**src/rtl/html_tokenizer.sv**
```systemverilog
// html_tokenizer: splits an HTML character stream into TEXT / OPEN / CLOSE / END
// tokens. Characters and tokens each move through a valid/ready handshake; a
// token stays frozen on the outputs until the consumer takes it. Tag names are
// lower-cased and truncated to NAME_MAX, while attributes and comments are
// discarded.
module html_tokenizer #(
  parameter int CHAR_W   = 8,
  parameter int NAME_MAX = 16,
  parameter int LEN_W    = 5
) (
  input  logic                       clock,
  input  logic                       state_enable,
  input  logic                       char_valid,
  input  logic [CHAR_W-1:0]          char,
  output logic                       char_ready,
  input  logic                       input_done,
  output logic                       token_valid,
  input  logic                       token_ready,
  output logic [1:0]                 token_type,
  output logic [NAME_MAX*CHAR_W-1:0] token_name,
  output logic [LEN_W-1:0]           token_len
);
  localparam int NAME_W = NAME_MAX * CHAR_W;

  localparam logic [1:0] TOK_TEXT  = 2'd0;
  localparam logic [1:0] TOK_OPEN  = 2'd1;
  localparam logic [1:0] TOK_CLOSE = 2'd2;
  localparam logic [1:0] TOK_END   = 2'd3;

  localparam logic [LEN_W-1:0]  LEN_FULL = LEN_W'(NAME_MAX);
  localparam logic [CHAR_W-1:0] CH_LT    = CHAR_W'(8'h3C);
  localparam logic [CHAR_W-1:0] CH_GT    = CHAR_W'(8'h3E);
  localparam logic [CHAR_W-1:0] CH_SLASH = CHAR_W'(8'h2F);
  localparam logic [CHAR_W-1:0] CH_BANG  = CHAR_W'(8'h21);

  typedef enum logic [2:0] {
    S_DATA, S_TAG_OPEN, S_TAG_NAME, S_ATTR_SKIP, S_COMMENT, S_EMIT, S_DONE
  } state_t;

  state_t                state, pend_state, next_state;
  logic [NAME_W-1:0]     name_q, next_name, name_app, emit_name;
  logic [LEN_W-1:0]      len_q, next_len, emit_len;
  logic                  close_q, next_close;
  logic                  emit;
  logic [1:0]            emit_type, tag_type;
  logic [CHAR_W-1:0]     app_char;
  logic                  accept, at_end;

  function automatic logic [CHAR_W-1:0] to_lower(input logic [CHAR_W-1:0] c);
    if (c >= CHAR_W'(8'h41) && c <= CHAR_W'(8'h5A)) return c + CHAR_W'(8'h20);
    return c;
  endfunction

  function automatic logic is_space(input logic [CHAR_W-1:0] c);
    return (c == CHAR_W'(8'h20)) || (c == CHAR_W'(8'h09)) ||
           (c == CHAR_W'(8'h0A)) || (c == CHAR_W'(8'h0D));
  endfunction

  // Decide the effect of this cycle's character or end-of-input condition.
  always_comb begin
    accept     = char_valid & char_ready;
    at_end     = input_done & ~char_valid;
    app_char   = (state == S_DATA) ? char : to_lower(char);
    name_app   = name_q | (NAME_W'(app_char) << (len_q * CHAR_W));
    tag_type   = close_q ? TOK_CLOSE : TOK_OPEN;
    emit       = 1'b0;
    emit_type  = TOK_TEXT;
    emit_name  = name_q;
    emit_len   = len_q;
    next_state = state;
    next_name  = name_q;
    next_len   = len_q;
    next_close = close_q;
    if (state != S_EMIT && state != S_DONE) begin
      if (accept) begin
        case (state)
          S_DATA: begin
            if (char == CH_LT) begin
              next_state = S_TAG_OPEN;
              emit       = (len_q != '0);
            end else if (len_q == LEN_FULL - 1'b1) begin
              // Chunk is full: flush it so long text never drops characters.
              emit      = 1'b1;
              emit_name = name_app;
              emit_len  = LEN_FULL;
            end else begin
              next_name = name_app;
              next_len  = len_q + 1'b1;
            end
          end
          S_TAG_OPEN: begin
            if (char == CH_SLASH) begin
              next_close = 1'b1;
              next_state = S_TAG_NAME;
            end else if (char == CH_BANG) begin
              next_state = S_COMMENT;
            end else if (char == CH_GT) begin
              next_state = S_DATA;
            end else begin
              next_name  = name_app;
              next_len   = len_q + 1'b1;
              next_state = S_TAG_NAME;
            end
          end
          S_TAG_NAME, S_ATTR_SKIP: begin
            if (char == CH_GT) begin
              emit       = 1'b1;
              emit_type  = tag_type;
              next_close = 1'b0;
              next_state = S_DATA;
            end else if (state == S_TAG_NAME) begin
              if (is_space(char) || char == CH_SLASH) begin
                next_state = S_ATTR_SKIP;
              end else if (len_q < LEN_FULL) begin
                next_name = name_app;
                next_len  = len_q + 1'b1;
              end
            end
          end
          S_COMMENT: begin
            if (char == CH_GT) next_state = S_DATA;
          end
          default: ;
        endcase
      end else if (at_end) begin
        emit = 1'b1;
        if (state == S_DATA && len_q != '0) begin
          emit_type  = TOK_TEXT;
          next_state = S_DATA;
        end else begin
          // Any partial tag or comment is abandoned; only END goes out.
          emit_type  = TOK_END;
          emit_name  = '0;
          emit_len   = '0;
          next_name  = '0;
          next_len   = '0;
          next_close = 1'b0;
          next_state = S_DONE;
        end
      end
    end
  end

  // Tokenizer FSM with registered handshake outputs and the held token.
  always_ff @(posedge clock or negedge state_enable) begin
    if (!state_enable) begin
      state       <= S_DATA;
      pend_state  <= S_DATA;
      name_q      <= '0;
      len_q       <= '0;
      close_q     <= 1'b0;
      char_ready  <= 1'b0;
      token_valid <= 1'b0;
      token_type  <= TOK_TEXT;
      token_name  <= '0;
      token_len   <= '0;
    end else begin
      case (state)
        S_EMIT: begin
          if (token_ready) begin
            token_valid <= 1'b0;
            name_q      <= '0;
            len_q       <= '0;
            state       <= pend_state;
            char_ready  <= (pend_state != S_DONE);
          end
        end
        S_DONE: begin
          char_ready  <= 1'b0;
          token_valid <= 1'b0;
        end
        default: begin
          name_q     <= next_name;
          len_q      <= next_len;
          close_q    <= next_close;
          char_ready <= ~emit;
          if (emit) begin
            state       <= S_EMIT;
            pend_state  <= next_state;
            token_valid <= 1'b1;
            token_type  <= emit_type;
            token_name  <= emit_name;
            token_len   <= emit_len;
          end else begin
            state <= next_state;
          end
        end
      endcase
    end
  end

endmodule

```
**config.mk**
```make
export PLATFORM = sky130hd
export DESIGN_NAME = html_tokenizer
export DESIGN_NICKNAME = d
export VERILOG_FILES = /design/src/rtl/html_tokenizer.sv
export SDC_FILE = /design/constraint.sdc
export NUM_CORES = 1
export LEC_CHECK = 0
export CORE_UTILIZATION = 30
export DETAILED_ROUTE_END_ITERATION = 16
export GPL_ROUTABILITY_DRIVEN = 0
export PLACE_DENSITY = 0.58
export RECOVER_POWER = 50
export SLEW_MARGIN = 20
export SYNTH_ARGS = -nofsm -noshare
export SYNTH_HDL_FRONTEND = slang
export SYNTH_SLANG_ARGS = --single-unit
export TNS_END_PERCENT = 30
```
**constraint.sdc**
```tcl
create_clock -name clock -period 5.8 [get_ports clock]
set_clock_uncertainty 0.2 [all_clocks]
set_input_delay 0.58 -clock clock [delete_from_list [all_inputs] [get_ports clock]]
set_output_delay 0.58 -clock clock [all_outputs]
set_load 0.01 [all_outputs]
```
==> results.py, run 1 <==
metrics = {
    "pwr": {
        "leakage_nw": 6.66,
        "vdd.ir_drop.worst_mv": 0.210,
        "power_density_nw_per_um2": 382,
    },
    "cts": {
        "clockBufferDepth": 3,
        "clkSlewWorstSetupHoldPaths_ps": 60,
        "clock-sinks": 277,
        "clk_latency_ps": 590,
        "numCtsBuffers": 30,
        "cts-resized-gates": 0,
        "htree_levels": 1,
        "cts_root_buffer": "clkbuf_16",
        "cts_setup_buffers": 0,
        "cts_tree": "yes",
    },
    "placement": {
        "dpl.hpwl_mm": 27.2,
        "io_buffers": 149,
        "dp.cells": 1700,
    },
    "yosys": {
        "postSynthCellCount": 1105,
        "synthFlopType": "dfrtp_1",
        "synth-xor-area-share_pct": 0,
        "synth_edf_count": 0,
        "ys_seq_area_share_pct": 55.7,
        "yosys.area_share.simple_pct": 9.36,
        "synth_adder_area_share_pct": 0.503,
        "syn_area_per_cell_um2": 11.3,
        "synth_most_common_cell": "dfrtp_1",
        "synth_compound_area_share_pct": 28.8,
        "ys_warn_count": 0,
        "synth_commonest_cells": "dfrtp_1 (277), o2bb2ai_1 (130), a21oi_1 (118)",
        "synth.distinct_cells": 69,
        "synth_top_family_by_area": "compound AO/OA/AOI/OAI gates",
        "syn_nets": 1123,
        "synthMuxAreaShare_pct": 0.664,
        "yosys.area.top_type_share_pct": 55.7,
        "ys_seq_elements": 277,
        "synth_area_leaders": "dfrtp_1 (56%), o2bb2ai_1 (9.2%), a22o_1 (5.8%)",
        "yosysTopAreaCell": "dfrtp_1",
        "async_flop_share_pct": 100,
        "synth.cell_area_um2": 12400,
    },
    "timing": {
        "fin_crit_sh_pct": 67.3,
        "tns_ps": 0,
        "worst_slew_margin_rel_pct": -33.1,
        "hold_viol": 0,
        "rsz0062_at_grt": "no",
        "holdWs_ps": 275,
        "period_minus_slack_ps": 3900,
        "worst_pin_slew_ps": 2000,
        "setup_viol": 0,
        "max_freq_ghz": 0.256,
        "drv_slew": 32,
    },
    "final_layout": {
        "final_util_pct": 37.5,
        "syn_to_final_growth_pct": 23.1,
        "nNetsFinal": 1220,
        "fillers": 3963,
        "final-seq-area_um2": 6930,
        "multi_input_area_um2": 4930,
        "final_cells": 1757,
        "drive_gt1_share_pct": 7.59,
        "antenna_cells": 0,
    },
    "critical_path": {
        "path_cells": "clkinv_1 -> ha_1 -> or4b_2 -> a22oi_1 -> nand2_4 -> buf_4 -> a22o_1",
        "critPathSlowestCell": "or4b_2",
        "worstPathRequired_ps": 6070,
        "cp-start-kind": "flip-flop",
        "cp-end-kind": "flip-flop",
        "crit_buf_inv": 2,
        "path_class": "flip-flop to flip-flop",
        "critPathTopFamily": "simple AND/OR/NAND/NOR gates",
        "cp_max_fo": 69,
        "max_stage_delay_ps": 660,
        "cp_data_arrival_time_ps": 4170,
    },
    "routing": {
        "wl_met1_mm": 18.3,
        "wl_per_cell_um": 23.6,
        "drc_errors": 0,
        "drtAntennaViolNets": 0,
        "viasPerCell": 5.72,
        "met3WireLength_mm": 2.66,
        "first_iter_violations": 965,
        "routed_wl_mm": 41.4,
        "firstDrtPassIters": 5,
        "met2_length_mm": 19.6,
        "via_count": 10000,
        "highest_layer": "met4",
    },
    "floorplan": {
        "die_area_um2": 42300,
        "start_util_pct": 30.5,
        "coreArea_um2": 40800,
        "die_height_um": 206,
        "rows": 74,
        "io_pins": 150,
        "chipWidth_um": 206,
    },
    "job": {
        "drv_cap": 1,
    },
    "global_route": {
        "grt_usage_pct": 19.5,
        "antenna_found_initial": 0,
        "grt_pass1_wl_mm": 63.5,
        "grt-ovfl-total": 0,
        "grt_max_degree": 129,
        "grt_pass1_vias": 10000,
    },
    "status": {
        "status": "complete, but fails checks",
        "violations": "max-capacitance violations, max-slew violations",
    },
    "min_path": {
        "min_path_type": "flip-flop to flip-flop",
    },
}
[stage by stage]
| step | area, µm² | setup slack (ps) | power (mW) |
|---|---|---|---|
| after floorplan | 12400 | 2760 | 3.27 |
| after global placement | 14200 | 1770 | 3.84 |
| after detailed placement | 14200 | 1650 | 3.85 |
| after CTS | 15300 | 2000 | 5.87 |
| after global routing | 15300 | 1720 | 6.08 |
| final | 15300 | 1900 | 5.85 |
[routing by layer]
layer	vias up	track usage, %
met1	5116	27.9
met4	0	4.29
met5	-	0
li1	4434	-
met2	436	30.8
met3	62	3.09
[placed cells by master (no fill, tap or decap), types with 6 or more instances in the layout]
cell type / count
dfrtp_1: 277
o2bb2ai_1: 130
dlygate4sd3_1: 127
a21oi_1: 118
a22o_1: 83
nand2_1: 73
nor2_1: 38
o21ai_0: 35
clkbuf_16: 30
o41ai_1: 28
a31oi_1: 25
nor3_1: 23
clkdlybuf4s50_1: 22
o31ai_1: 17
inv_1: 16
buf_4: 16
nand3_1: 11
nor2b_1: 9
clkbuf_8: 9
nor4_4: 7
and2_1: 7
and3_1: 6
mux2i_1: 6
a32o_1: 6
[worst reg2reg max path, cell delays in order, from the launching register on]
cell and delay (ps):
dfrtp_1 380, clkinv_1 330, ha_1 260, or4b_2 660, a22oi_1 570, nand2_4 580
buf_4 510, a22o_1 300
[registers in the layout (all words and copies together) (netlist names)]
name,flops
name_q,128
len_q,5
token_valid,1
state,3
close_q,1
token_name,128
token_len,5
pend_state,3
char_ready,1
token_type,2
[logic make-up after synthesis]
group,after synthesis
buffers and inverters,120
muxes,8
adders and majority gates,5
AOI/OAI and AO/OA,484
DFF,277
and+or+nand+nor,211
[final cells by class]
class                           count  share of cell area (%)
Sequential cell                   277                    45.3
Multi-Input combinational cell    708                    32.2
Timing Repair Buffer              168                    10.9
Clock buffer                       43                    5.81
Tap cell                          532                    4.35
Clock inverter                     12                    1.10
Inverter                           17                   0.417
[path summary, 6_finish.rpt]
check / cells past startpoint / start / to / slack (ps)
max: 7 / len_q[0]$_DFFE_PN0P_ / name_q[3]$_DFFE_PN0P_ / 1900
min: 2 / name_q[111]$_DFFE_PN0P_ / name_q[111]$_DFFE_PN0P_ / 280
max reg2reg: 7 / len_q[0]$_DFFE_PN0P_ / name_q[3]$_DFFE_PN0P_ / 1900
min reg2reg: 2 / name_q[111]$_DFFE_PN0P_ / name_q[111]$_DFFE_PN0P_ / 280
max in group asynchronous: 4 / state_enable / token_name[116]$_DFFE_PN0P_ / 2470
min in group asynchronous: 2 / state_enable / token_name[126]$_DFFE_PN0P_ / 950
[report_power, final]
part | switching [mW] | internal, mW
clock | 0.805 | 1.20
combinational | 1.22 | 0.415
sequential | 0.152 | 2.06
[what timing repair did]
| action | in CTS | in global routing |
|---|---|---|
| endpoints found under the hold margin | 27 | 0 |
| endpoints found under the setup margin | 0 | 0 |
| hold buffers | 1 | 0 |
(Power assumes the default switching activity.)
==> run 2, diff against run 1 <==
==> constraint.sdc (replaced) <==
create_clock -name clock -period 3.7 [get_ports clock]
set_clock_uncertainty 0.2 [all_clocks]
set_input_delay 0.37 -clock clock [delete_from_list [all_inputs] [get_ports clock]]
set_output_delay 0.37 -clock clock [all_outputs]
set_load 0.01 [all_outputs]
==> results.py, run 2 (synthesis results as in run 1) <==
metrics = {
    "routing": {
        "wl_per_cell_um": 22.7,
        "via_count": 10100,
        "drtAntennaViolNets": 0,
        "routed_wl_mm": 40.9,
        "drc_errors": 0,
        "viasPerCell": 5.60,
        "firstDrtPassIters": 5,
        "first_iter_violations": 801,
    },
    "min_path": {
        "min_path_type": "flip-flop to flip-flop",
    },
    "critical_path": {
        "path_class": "flip-flop to flip-flop",
        "max_stage_delay_ps": 830,
        "crit_buf_inv": 3,
        "path_cells": "buf_4 -> ha_1 -> nand3_1 -> inv_1 -> ha_1 -> nor4b_1 -> o21ai_1 -> buf_4 -> nor2_1 -> a21oi_1 -> o2bb2ai_1",
        "cp-start-kind": "flip-flop",
        "worstPathRequired_ps": 3970,
        "critPathSlowestCell": "nor2_1",
        "cp-end-kind": "flip-flop",
        "critPathTopFamily": "simple AND/OR/NAND/NOR gates",
        "cp_data_arrival_time_ps": 3670,
        "cp_max_fo": 13,
    },
    "floorplan": {
        "die_height_um": 206,
        "rows": 74,
        "coreArea_um2": 40800,
        "die_area_um2": 42300,
        "chipWidth_um": 206,
        "start_util_pct": 30.5,
        "io_pins": 150,
    },
    "timing": {
        "tns_ps": 0,
        "drv_slew": 108,
        "layout_setup_ws_ps": 306,
        "setup_viol": 0,
        "period_minus_slack_ps": 3390,
        "max_freq_ghz": 0.295,
        "worst_slew_margin_rel_pct": -78.5,
        "worst_pin_slew_ps": 2680,
        "fin_crit_sh_pct": 91.7,
        "hold_viol": 0,
        "rsz0062_at_grt": "no",
    },
    "pwr": {
        "vdd.ir_drop.worst_mv": 0.363,
        "power_density_nw_per_um2": 594,
        "leakage_nw": 6.70,
        "p_total_mw": 9.32,
    },
    "status": {
        "status": "complete, but fails checks",
        "violations": "max-capacitance violations, max-slew violations",
    },
    "final_layout": {
        "drive_gt1_share_pct": 10.6,
        "fillers": 3927,
        "final_area_um2": 15700,
        "final_cell_mix": "dfrtp_1 (277), o2bb2ai_1 (130), a21oi_1 (118)",
        "nNetsFinal": 1264,
        "top_regs": "name_q: 128 flops, token_name: 128 flops",
        "final_common_cell": "dfrtp_1",
        "final_cells": 1802,
        "syn_to_final_growth_pct": 26.2,
        "antenna_cells": 0,
    },
    "global_route": {
        "antenna_found_initial": 0,
        "grt_pass1_vias": 10200,
        "grt_usage_pct": 19.2,
        "grt-ovfl-total": 0,
        "grt_max_degree": 111,
        "grt_pass1_wl_mm": 62.4,
    },
    "cts": {
        "cts_root_buffer": "clkbuf_16",
        "htree_levels": 1,
        "cts_tree": "yes",
        "clockBufferDepth": 3,
        "clkSlewWorstSetupHoldPaths_ps": 70,
        "cts-resized-gates": 0,
        "numCtsBuffers": 30,
        "clock-sinks": 277,
        "clk_latency_ps": 560,
    },
    "placement": {
        "postPlaceCellArea_um2": 14600,
        "io_buffers": 149,
        "pre_cts_slack_ps": 256,
        "dp.cells": 1745,
        "dpl.hpwl_mm": 28.0,
    },
    "job": {
        "drv_cap": 1,
    },
}
[run 2: changes by cell type in the layout (fill, tap and decap cells not counted), sizes merged]
cell	previous run	this run
buf	18	61
bufinv	3	4
clkdlybuf4s50	22	80
clkinv	7	8
dlygate4sd3	127	69
[run 2: cell type report]
type / count / area [µm²] / share of cell area, %
inverter: 17 / 63.8 / 0.407
timing repair buffer: 212 / 2060 / 13.1
clock buffer: 42 / 867 / 5.53
multi-input combinational: 708 / 4920 / 31.4
tap: 532 / 666 / 4.24
clock inverter: 14 / 185 / 1.18
sequential: 277 / 6930 / 44.2
[run 2: what timing repair did]
action,CTS,global route
setup buffers,0,0
hold endpoints to repair,104,0
endpoints found under the setup margin,0,0
hold buffers,1,0
[run 2: path summary, 6_finish.rpt]
path	from	end	slack [ps]	cells after the start
worst max-delay path	len_q[1]$_DFFE_PN0P_	token_name[34]$_DFFE_PN0P_	310	11
worst min-delay path	name_q[87]$_DFFE_PN0P_	name_q[87]$_DFFE_PN0P_	270	2
worst max register to register	len_q[1]$_DFFE_PN0P_	token_name[34]$_DFFE_PN0P_	310	11
worst min register to register	name_q[87]$_DFFE_PN0P_	name_q[87]$_DFFE_PN0P_	270	2
max in group asynchronous	state_enable	token_name[91]$_DFFE_PN0P_	600	3
min in group asynchronous	state_enable	token_name[101]$_DFFE_PN0P_	1030	2
[run 2: per-layer routing]
| layer | part of all wire [%] | track usage, % |
|---|---|---|
| met1 | 45 | 27.7 |
| met5 | 0 | 0 |
| met2 | 47 | 30.2 |
| met3 | 6.5 | 2.87 |
| met4 | 1.9 | 4.37 |
[run 2: per-stage QoR]
step / utilization, % / hold slack, ps
after floorplan: - / -126
after global placement: 35.9 / 255
after detailed placement: 35.9 / 261
after CTS: 38.5 / 275
after global routing: 38.4 / 298
final: 38.4 / 274
[run 2: power breakdown]
group          switching [mW]  internal [mW]  total [mW]
Combinational            1.97          0.783        2.75
Clock                    1.26           1.91        3.17
Sequential              0.177           3.23        3.41
Total                    3.40           5.93        9.32
[run 2: worst register-to-register path, stage by stage (launching register included)]
cell and delay (ps):
dfrtp_1 350, buf_4 190, ha_1 220, nand3_1 110
inv_1 70, ha_1 180, nor4b_1 330, o21ai_1 190
buf_4 240, nor2_1 840, a21oi_1 210, o2bb2ai_1 200
==> run 3, diff against run 2 <==
--- a/config.mk
+++ b/config.mk
@@ -5,10 +5,12 @@
 export SDC_FILE = /design/constraint.sdc
 export NUM_CORES = 1
 export LEC_CHECK = 0
+export CELL_PAD_IN_SITES_DETAIL_PLACEMENT = 2
+export CELL_PAD_IN_SITES_GLOBAL_PLACEMENT = 2
 export CORE_UTILIZATION = 30
 export DETAILED_ROUTE_END_ITERATION = 16
 export GPL_ROUTABILITY_DRIVEN = 0
-export PLACE_DENSITY = 0.58
+export PLACE_DENSITY = 0.77
 export RECOVER_POWER = 50
 export SLEW_MARGIN = 20
 export SYNTH_ARGS = -nofsm -noshare
==> results.py, run 3 (synthesis results as in run 1) <==
metrics = {
    "global_route": {
        "grtUsageMet3_pct": 3.83,
        "met2_usage_pct": 37.5,
        "grtUsageMet1_pct": 31.4,
        "grt_max_degree": 129,
        "grt_usage_pct": 23.2,
        "grt_pass1_vias": 11700,
        "grt-ovfl-total": 0,
        "grt_pass1_wl_mm": 74.2,
        "antenna_found_initial": 1,
        "top_usage_layer": "met2",
    },
    "pwr": {
        "leakage_nw": 6.82,
        "power_density_nw_per_um2": 641,
        "vdd.ir_drop.worst_mv": 0.452,
    },
    "min_path": {
        "min_path_type": "flip-flop to flip-flop",
    },
    "placement": {
        "postPlaceCellArea_um2": 14600,
        "dpl.hpwl_mm": 32.1,
        "pre_cts_slack_ps": 97.7,
        "dp.cells": 1743,
        "io_buffers": 149,
    },
    "critical_path": {
        "cp-end-kind": "flip-flop",
        "cp_data_arrival_time_ps": 3700,
        "cp_max_fo": 11,
        "path_class": "flip-flop to flip-flop",
        "cp-start-kind": "flip-flop",
        "worstPathRequired_ps": 3960,
    },
    "cts": {
        "clk_latency_ps": 540,
        "numCtsBuffers": 34,
        "clock-sinks": 277,
        "htree_levels": 2,
        "clockBufferDepth": 3,
        "cts_root_buffer": "clkbuf_16",
        "clkSlewWorstSetupHoldPaths_ps": 60,
        "cts-resized-gates": 0,
        "cts_tree": "yes",
    },
    "job": {
        "drv_cap": 1,
    },
    "final_layout": {
        "top_regs": "name_q: 128 flops, token_name: 128 flops",
        "fillers": 4205,
        "final_cells": 1804,
        "syn_to_final_growth_pct": 27.9,
        "final_common_cell": "dfrtp_1",
        "final_area_um2": 15900,
        "nNetsFinal": 1266,
        "antenna_cells": 0,
        "final_cell_mix": "dfrtp_1 (277), o2bb2ai_1 (130), a21oi_1 (118)",
        "final_util_pct": 39.0,
        "drive_gt1_share_pct": 11.2,
    },
    "timing": {
        "layout_setup_ws_ps": 253,
        "fin_crit_sh_pct": 93.2,
        "tns_ps": 0,
        "period_minus_slack_ps": 3450,
        "max_freq_ghz": 0.290,
        "worst_slew_margin_rel_pct": -92.7,
        "drv_slew": 103,
        "rsz0062_at_grt": "no",
        "hold_viol": 0,
        "setup_viol": 0,
        "worst_pin_slew_ps": 2890,
    },
    "routing": {
        "drtAntennaViolNets": 0,
        "viasPerCell": 5.81,
        "via_count": 10500,
        "wl_per_cell_um": 26.7,
        "routed_wl_mm": 48.1,
        "first_iter_violations": 656,
        "drc_errors": 0,
        "firstDrtPassIters": 4,
    },
    "floorplan": {
        "coreArea_um2": 40800,
        "chipWidth_um": 206,
        "io_pins": 150,
        "die_area_um2": 42300,
        "start_util_pct": 30.5,
        "die_height_um": 206,
        "rows": 74,
    },
    "status": {
        "status": "complete, but fails checks",
        "violations": "max-capacitance violations, max-slew violations",
    },
}
## run 3: changes by cell type in the layout (fill, tap and decap cells not counted), sizes merged
cell,change
buf,-1
bufinv,+3
clkbuf,+2
clkinv,-1
clkinvlp,-2
inv,+1
## run 3: final timing paths
path,startpoint,endpoint,slack [ps],cells after the start
min reg2reg,token_name[39]$_DFFE_PN0P_,token_name[39]$_DFFE_PN0P_,280,1
max in group asynchronous,state_enable,char_ready$_DFFE_PN0N_,520,2
min,token_name[39]$_DFFE_PN0P_,token_name[39]$_DFFE_PN0P_,280,1
max,len_q[0]$_DFFE_PN0P_,token_name[116]$_DFFE_PN0P_,250,10
max reg2reg,len_q[0]$_DFFE_PN0P_,token_name[116]$_DFFE_PN0P_,250,10
min in group asynchronous,state_enable,token_name[26]$_DFFE_PN0P_,1070,2
## run 3: power by group
part,leakage (nW),switching [mW],internal [mW]
Sequential,3.84,0.246,3.23
Clock,0.623,1.36,2.40
Combinational,2.36,2.11,0.840
Total,6.82,3.72,6.47
## run 3: critical path, cell delays in order, from the launching register on
cell and delay [ps]:
dfrtp_1 530, ha_1 250, nand3_1 110, inv_1 80
ha_1 190, nor4b_1 340, o21ai_1 180, buf_4 200
nor2_1 760, a21oi_1 290, o2bb2ai_1 230
## run 3: what timing repair did
action                     CTS  global route
hold endpoints to repair   101             0
setup endpoints to repair    0             0
buffers inserted             0             0
hold buffers                 1             0
## run 3: through the flow
step | hold WS (ps) | total power, mW
after floorplan | -126 | 5.13
after global placement | 256 | 6.35
after detailed placement | 269 | 6.43
after CTS | 279 | 10.3
after global routing | 302 | 10.6
final | 276 | 10.2
## run 3: final cells by class
type	count	area (µm²)	area share (%)
inverter	17	63.8	0.401
clock buffer	45	1010	6.32
sequential	277	6930	43.6
clock inverter	15	256	1.61
multi-input combinational	708	4930	31.0
timing repair buffer	210	2060	12.9
tap	532	666	4.18
## run 3: metal layers
layer  vias to the layer above  routed length [µm]
met3                        90                2080
met4                         2                1460
met1                      5567               21700
met5                         -                   8
li1                       4534                   -
met2                       286               22900
